**src/rtl/seq_divider_16by8.sv**
```systemverilog
// Sequential unsigned restoring divider: N_WIDTH-bit dividend by D_WIDTH-bit divisor,
// one quotient bit per clock, MSB first, with a start/busy/done handshake.
module seq_divider_16by8 #(
    parameter int unsigned N_WIDTH = 16,
    parameter int unsigned D_WIDTH = 8
) (
    input  logic               clk,
    input  logic               rst,
    input  logic               start,
    input  logic [N_WIDTH-1:0] dividend,
    input  logic [D_WIDTH-1:0] divisor,
    output logic               busy,
    output logic               done,
    output logic [N_WIDTH-1:0] quotient,
    output logic [D_WIDTH-1:0] remainder,
    output logic               div_by_zero
);

    localparam int unsigned CntW = (N_WIDTH > 1) ? $clog2(N_WIDTH) : 1;

    typedef enum logic [1:0] {StIdle, StRun, StDone} state_e;

    state_e             state_q, state_d;
    // Dividend shifts out of the MSB while quotient bits shift into the LSB.
    logic [N_WIDTH-1:0] dvd_q, dvd_d;
    logic [D_WIDTH-1:0] dvs_q, dvs_d;
    logic [D_WIDTH:0]   pr_q, pr_d;
    logic [CntW-1:0]    cnt_q, cnt_d;
    logic [N_WIDTH-1:0] quo_q, quo_d;
    logic [D_WIDTH-1:0] rem_q, rem_d;
    logic               dbz_q, dbz_d;
    logic [D_WIDTH:0]   trial;
    logic               qbit;

    always_comb begin
        state_d = state_q;
        dvd_d   = dvd_q;
        dvs_d   = dvs_q;
        pr_d    = pr_q;
        cnt_d   = cnt_q;
        quo_d   = quo_q;
        rem_d   = rem_q;
        dbz_d   = dbz_q;
        trial   = {pr_q[D_WIDTH-1:0], dvd_q[N_WIDTH-1]};
        qbit    = (trial >= {1'b0, dvs_q});

        unique case (state_q)
            StIdle, StDone: begin
                state_d = StIdle;
                if (start) begin
                    if (divisor == '0) begin
                        state_d = StDone;
                        quo_d   = '1;
                        rem_d   = dividend[D_WIDTH-1:0];
                        dbz_d   = 1'b1;
                    end else begin
                        state_d = StRun;
                        dvd_d   = dividend;
                        dvs_d   = divisor;
                        pr_d    = '0;
                        cnt_d   = CntW'(N_WIDTH - 1);
                    end
                end
            end
            StRun: begin
                pr_d  = qbit ? (trial - {1'b0, dvs_q}) : trial;
                dvd_d = {dvd_q[N_WIDTH-2:0], qbit};
                cnt_d = cnt_q - 1'b1;
                if (cnt_q == '0) begin
                    state_d = StDone;
                    quo_d   = dvd_d;
                    rem_d   = pr_d[D_WIDTH-1:0];
                    dbz_d   = 1'b0;
                end
            end
            default: state_d = StIdle;
        endcase
    end

    always_ff @(posedge clk) begin
        if (rst) begin
            state_q <= StIdle;
            dvd_q   <= '0;
            dvs_q   <= '0;
            pr_q    <= '0;
            cnt_q   <= '0;
            quo_q   <= '0;
            rem_q   <= '0;
            dbz_q   <= 1'b0;
        end else begin
            state_q <= state_d;
            dvd_q   <= dvd_d;
            dvs_q   <= dvs_d;
            pr_q    <= pr_d;
            cnt_q   <= cnt_d;
            quo_q   <= quo_d;
            rem_q   <= rem_d;
            dbz_q   <= dbz_d;
        end
    end

    assign busy        = (state_q == StRun);
    assign done        = (state_q == StDone);
    assign quotient    = quo_q;
    assign remainder   = rem_q;
    assign div_by_zero = dbz_q;

endmodule

```
**config.mk**
```make
export PLATFORM = sky130hd
export DESIGN_NAME = seq_divider_16by8
export DESIGN_NICKNAME = d
export VERILOG_FILES = /design/src/rtl/seq_divider_16by8.sv
export SDC_FILE = /design/constraint.sdc
export NUM_CORES = 1
export LEC_CHECK = 0
export CORE_MARGIN = 2
export CORE_UTILIZATION = 52
export DETAILED_ROUTE_END_ITERATION = 10
export PLACE_DENSITY = 0.86
export SYNTH_ARGS = -nofsm -noshare
export SYNTH_HDL_FRONTEND = slang
export SYNTH_SLANG_ARGS = --single-unit
```
**constraint.sdc**
```tcl
create_clock -name clk -period 2.6 [get_ports clk]
set_input_delay 0.52 -clock clk [delete_from_list [all_inputs] [get_ports clk]]
set_output_delay 0.52 -clock clk [all_outputs]
set_load 0.02 [all_outputs]
```
# [After elaboration in Yosys (flattened, before gate mapping)]
# Index checks and enable logic that the tools add are counted.
[totals] regBits=63 in_bits=27 wordCells=52
[classes] n_addsub=2 order_cmp=1 eq_ne=6 n_mux=26 bitwise=1 n_reduce_logical=8
[op_table] operator="two-way mux 16 bit" count=5
[op_table] operator="one-hot mux 16 bit (2 select lines)" count=2
[op_table] operator="two-way mux 8 bit" count=6
[op_table] operator="one-hot mux 8 bit (2 select lines)" count=2
[op_table] operator=">= comparator 9 x 8 -> 1 bit" count=1
[op_table] operator="zero test 8 bit" count=1
[op_table] operator="two-way mux 4 bit" count=2
[op_table] operator="one-hot mux 4 bit (2 select lines)" count=1
[op_table] operator="subtractor 8 bit" count=1
[op_table] operator="two-way mux 2 bit" count=3
[op_table] operator="!= test 2 bit, second input constant" count=3
[op_table] operator="AND reduction 3 bit" count=2
[op_table] operator="zero test 4 bit" count=1
[op_table] operator="one-hot mux 2 bit (2 select lines)" count=1
[op_table] operator="AND reduction 4 bit" count=1
[op_table] operator="subtractor 4 x 1 -> 4 bit, second input constant" count=1
[op_table] operator="two-way mux 1 bit" count=3
[op_table] operator="equality test 2 x 1 -> 1 bit, second input constant" count=1
[op_table] operator="equality test 2 bit, second input constant" count=1
[op_table] operator="zero test 2 bit" count=1
[op_table] operator="!= test 2 x 1 -> 1 bit, second input constant" count=1
[op_table] operator="one-hot mux 1 bit (2 select lines)" count=1
[op_table] operator="nonzero test 2 bit" count=1
[op_table] operator="OR reduction 2 bit" count=1
[op_table] operator="inverter 1 bit" count=1

# [Logic depth before layout (Yosys ltp)]
[depth] ltp_word=4 depth_mapped=9

# [Worst setup path before layout]
# No wires, ideal clock.
[synth_timing] path_type="reg-to-reg" start="reg dvd_q[15]" end="reg pr_q[6]" setup_time_ns=0.092 arrival_ns=1.783 slack_ns=0.725 stages_incl_launch_ff=10 path_buffers=0 period_less_slack_ns=1.875 path_cell_list="dfxtp_1 > inv_1 > ha_1 > fa_1 > nand2b_1 > a21oi_1 > o21a_1 > or3_1 > nand3_1 > a311oi_1"
[synth_via] elab_chain_len=3 word_cells_on_any_way=4 cone_classes="add/sub: 1; order compare: 1; mux: 2"
[synth_rtl] item="start, declared" line="25" text="logic [N_WIDTH-1:0] dvd_q, dvd_d;"
[synth_rtl] item="start signal, assigned" line="92" text="dvd_q <= dvd_d;"
[synth_rtl] item="subtractor 8 bit or >= comparator 9 x 8 -> 1 bit (tied branches)" line="66, 45"
[synth_rtl] item="two-way mux 8 bit (*)" line="66" text="pr_d = qbit ? (trial - {1'b0, dvs_q}) : trial;"
[synth_rtl] item="one-hot mux 8 bit (2 select lines) (*)" line="47" text="unique case (state_q)"
[synth_rtl] item="end signal, assigned" line="94" text="pr_q <= pr_d;"
[synth_rtl] item="end, declared" line="27" text="logic [D_WIDTH:0] pr_q, pr_d;"
# Every way passes the cells marked *; elsewhere a longest branch is shown, timed or not.
# A chain may end at the register's enable or synchronous reset.

# [Final worst setup path]
[layout_timing] start="reg dvs_q[2]" end="reg rem_q[0] (netlist: remainder[0])"
[layout_via] elab_chain_len=4
[layout_rtl] item="start, declared" line="26" text="logic [D_WIDTH-1:0] dvs_q, dvs_d;"
[layout_rtl] item="start signal, assigned" line="93" text="dvs_q <= dvs_d;"
[layout_rtl] item=">= comparator 9 x 8 -> 1 bit" line="45" text="qbit = (trial >= {1'b0, dvs_q});"
[layout_rtl] item="two-way mux 8 bit" line="66"
[layout_rtl] item="two-way mux 8 bit" line="69" text="if (cnt_q == '0) begin"
[layout_rtl] item="one-hot mux 8 bit (2 select lines)" line="47"
[layout_rtl] item="end signal, assigned" line="97" text="rem_q <= rem_d;"
[layout_rtl] item="end, declared" line="30" text="logic [D_WIDTH-1:0] rem_q, rem_d;"
# No other way between the ends. The select of a mux whose other input is x is not followed.

==> metrics.md <==
| Metric | Value |
|---|---|
| WS Path Type | `flip-flop to flip-flop` |
| Async S/R FF share, synth | `0%` |
| Post-cts resize count | `0` |
| Worst Setup EP | `remainder[0]$_SDFFE_PP0P_` |
| Setup ws final | `between 0.3 and 0.4 ns` |
| Syn nets | `392` |
| RD Place Congestion | `between 0.8 and 0.9` |
| Fin crit period | `around 2.3 ns` |
| Clk buf depth | `2` |
| IO Pins | `54` |
| Max-slew violation count | `0` |
| Most used cell, CP | `o21ai_0` |
| Leak | `1.43 nW` |
| Maximum clock rate | `441 MHz` |
| Post-route DRC violation count | `0` |
| Setup WS pre-CTS | `0.133 ns` |
| Least-Margin Pin Slew | `0.576 ns` |
| Worst path slowest cell | `nor2_2` |
| Clock Skews | `0.00688 ns` |
| Outcome | `completed` |
| Fraction of layout cells with a size suffix above 1 | `12.4%` |
| Non-filler cells, final | `a little under 500` |
| Largest net degree at the start of global routing | `37` |
| First-pass GRT wire length | `12,500 um` |
| Setup tns final | `0 ns` |
| Number of synthesized flops with an enable pin | `0` |
| Via Count | `around 2,800` |
| PwrDens | `approximately 770 nW/um2` |
| Initial drt markers | `around 170` |
| Via density per instance | `5.74` |
| HP Class | `flip-flop to flip-flop` |
| Final ANT Viol Nets | `0` |
| Synth area leader | `dfxtp_1` |
| Cells after DPL | `468` |
| Maxcap violations | `0` |
| Clock latency on the worst-skew pair | `between 0.3 and 0.4 ns` |
| CTS tree | `yes` |
| Average size of a mapped cell | `roughly 8.5 um2` |
| Post-DP Area | `3590 um2` |
| Worst Setup SP | `dvs_q[2]$_SDFFE_PP0P_` |
| Grt total ovfl | `0` |
| First drt pass iteration count | `5` |
| Input/output buffers | `53` |
| H-tree Lvls | `3` |
| Endpoint class of the critical path | `flip-flop` |
| Netlist cell types | `43` |
| Critical path, cell by cell | `inv_1, ha_1, nand2_1, o21ai_0, a31oi_1, nor2_2, mux2_2, o21ai_0` |
| VDD IR max | `a little under 0.4 mV` |
| Diode count | `0` |
| Hold Startpoint | `dvs_q[3]$_SDFFE_PP0P_` |
| Worst slew margin | `61.6%` |
| Final hold viol count | `0` |
| Syn Std Cell Area | `3010 um2` |
| P&R area growth vs syn | `27.9%` |
| Routed WL | `7430 um` |
| Initial Utilization | `54.4%` |
| R2R depth | `8` |
| Largest stage delay on the critical path | `0.44 ns` |
| Die Wd | `80.1 um` |
| Initial antenna violation count | `0` |
| Reg-to-Reg Start | `dvs_q[2]$_SDFFE_PP0P_` |
| Finished Cell Area | `3850 um2` |
| Mapped Cells | `355` |
| Critical path peak fanout | `10` |
| Fin crit share | `around 87%` |
| Crit start category | `flip-flop` |
| Cts bufs inserted | `9` |
| Die height | `80.1 um` |
| CTS Hold Bufs | `0` |
| Hold_ws | `0.460 ns` |
| Core footprint | `5540 um2` |
| Worst Path Required | `2.88 ns` |
| Most common library cell in the layout ignoring fill and taps | `dfxtp_1` |
| RSZ-0062 raised after global routing | `false` |
| Synth top area cells | `dfxtp_1, nor2_1, nand2_1` |
| NumNets Final | `444` |
| Seq/Total Area, Yosys | `41.9%` |
| Via count of the first global-routing pass | `approximately 2,800` |
| Critical path arrival | `~2.6 ns` |
| Tot GR Track Use | `25.3%` |
| Std-Cell Rows | `27` |
| Yosys warns | `0` |
| Ys flop type | `dfxtp_1` |
| #FFs+latches synth | `63` |
| Pwr Total | `2.98 mW` |
| Post-CTS Setup Repair Bufs | `0` |
| Post-synth top area share | `41.9%` |
| Die ar. | `6420 um2` |
| Reg2reg end | `remainder[0]$_SDFFE_PP0P_` |
| Most frequent cells in the layout | `dfxtp_1, nor2_1, clkdlybuf4s50_1, nand2_1, a21oi_1` |
| CTS Sinks | `63` |
| Final setup viols | `0` |
| Final core occ | `69.6%` |
| Routed len/inst | `15.4 um` |
| DP HPWL | `approximately 5200 um` |
| CTS clk-pin slew, worst paths | `about 0.07 ns` |
| Flop2flop setup slack | `roughly 0.33 ns` |
| CTS root buf | `clkbuf_8` |
[synthesized netlist by cell type, types with 2 or more instances]
| library cell | count |
|---|---|
| dfxtp_1 | 63 |
| nor2_1 | 59 |
| nand2_1 | 46 |
| a21oi_1 | 26 |
| o21ai_0 | 16 |
| a211oi_1 | 12 |
| inv_1 | 12 |
| a311oi_1 | 10 |
| a31oi_1 | 10 |
| clkbuf_1 | 10 |
| ha_1 | 9 |
| a22oi_1 | 8 |
| nor3_2 | 8 |
| buf_2 | 5 |
| nand2b_1 | 5 |
| nor3_1 | 5 |
| nor3b_1 | 5 |
| buf_6 | 4 |
| mux2i_1 | 4 |
| o21ai_1 | 4 |
| a311oi_2 | 2 |
| buf_4 | 2 |
| nand2_2 | 2 |
| nand2b_4 | 2 |
| nand3_2 | 2 |
| nand3b_1 | 2 |
| nor2b_1 | 2 |
| nor4_4 | 2 |
| o21a_1 | 2 |
| or3_1 | 2 |
| xnor2_1 | 2 |
[worst max-delay path, delay by kind of cell (launching register included)]
kind | cells | cell delay, ns
DFF | 1 | 0.33
adders and majority gates | 1 | 0.38
and+or+nand+nor | 2 | 0.51
buffers and inverters | 1 | 0.06
muxes | 1 | 0.42
AOI/OAI and AO/OA | 3 | 0.49
[report_power, final]
| part | internal, mW | leakage [nW] | switching [mW] | total [mW] |
|---|---|---|---|---|
| Sequential | 1.05 | 0.516 | 0.0557 | 1.10 |
| Clock | 0.736 | 0.130 | 0.413 | 1.15 |
| Combinational | 0.322 | 0.782 | 0.401 | 0.723 |
[layout make-up]
type                    count  area, um2
clock inverters             7        145
flip-flops and latches     63       1260
inverters                  12       45.0
multi-input cells         259       1580
well taps                  72       90.1
repair buffers             62        606
clock buffers               9        124
fillers                   432       1690
[layer usage]
| metal | part of all wire (%) | vias to the layer above | track usage, % | wire [um] |
|---|---|---|---|---|
| met4 | 1.8 | 0 | 9.32 | 131 |
| met3 | 7.5 | 15 | 6.74 | 560 |
| met5 | 0 | - | 0 | 0 |
| met1 | 42 | 1307 | 31.8 | 3150 |
| met2 | 48 | 102 | 41.5 | 3590 |
| li1 | - | 1353 | - | - |
[kinds of logic (layout without fill, tap and decap cells)]
| logic type | Yosys count | after routing | synth area share (%) |
|---|---|---|---|
| fa+ha+maj | 10 | 10 | 4.40 |
| compound gates | 94 | 94 | 20.3 |
| xor+xnor | 2 | 2 | 0.582 |
| flops | 63 | 63 | 41.9 |
| buf+inv | 33 | 90 | 5.56 |
| simple gates | 147 | 147 | 25.0 |
| mux | 6 | 6 | 2.20 |
[state kept, by name, summed over array words and instances, names as in the netlist]
register and cells:
dvs_q 8, quotient 16, remainder 8, dvd_q 16, state_q 2, pr_q 8, cnt_q 4, div_by_zero 1
[how the worst min path moves through the flow]
stage          cells past startpoint  slack (ns)                     to
5_1_grt                            2        0.50  dvs_q[0]$_SDFFE_PP0P_
4_1_cts                            2        0.46  dvs_q[4]$_SDFFE_PP0P_
2_1_floorplan                      2        0.44  dvs_q[3]$_SDFFE_PP0P_
6_report                           2        0.46  dvs_q[3]$_SDFFE_PP0P_
3_5_place_dp                       2        0.45  dvs_q[4]$_SDFFE_PP0P_
3_3_place_gp                       2        0.44  dvs_q[7]$_SDFFE_PP0P_
(Power assumes the default switching activity.)
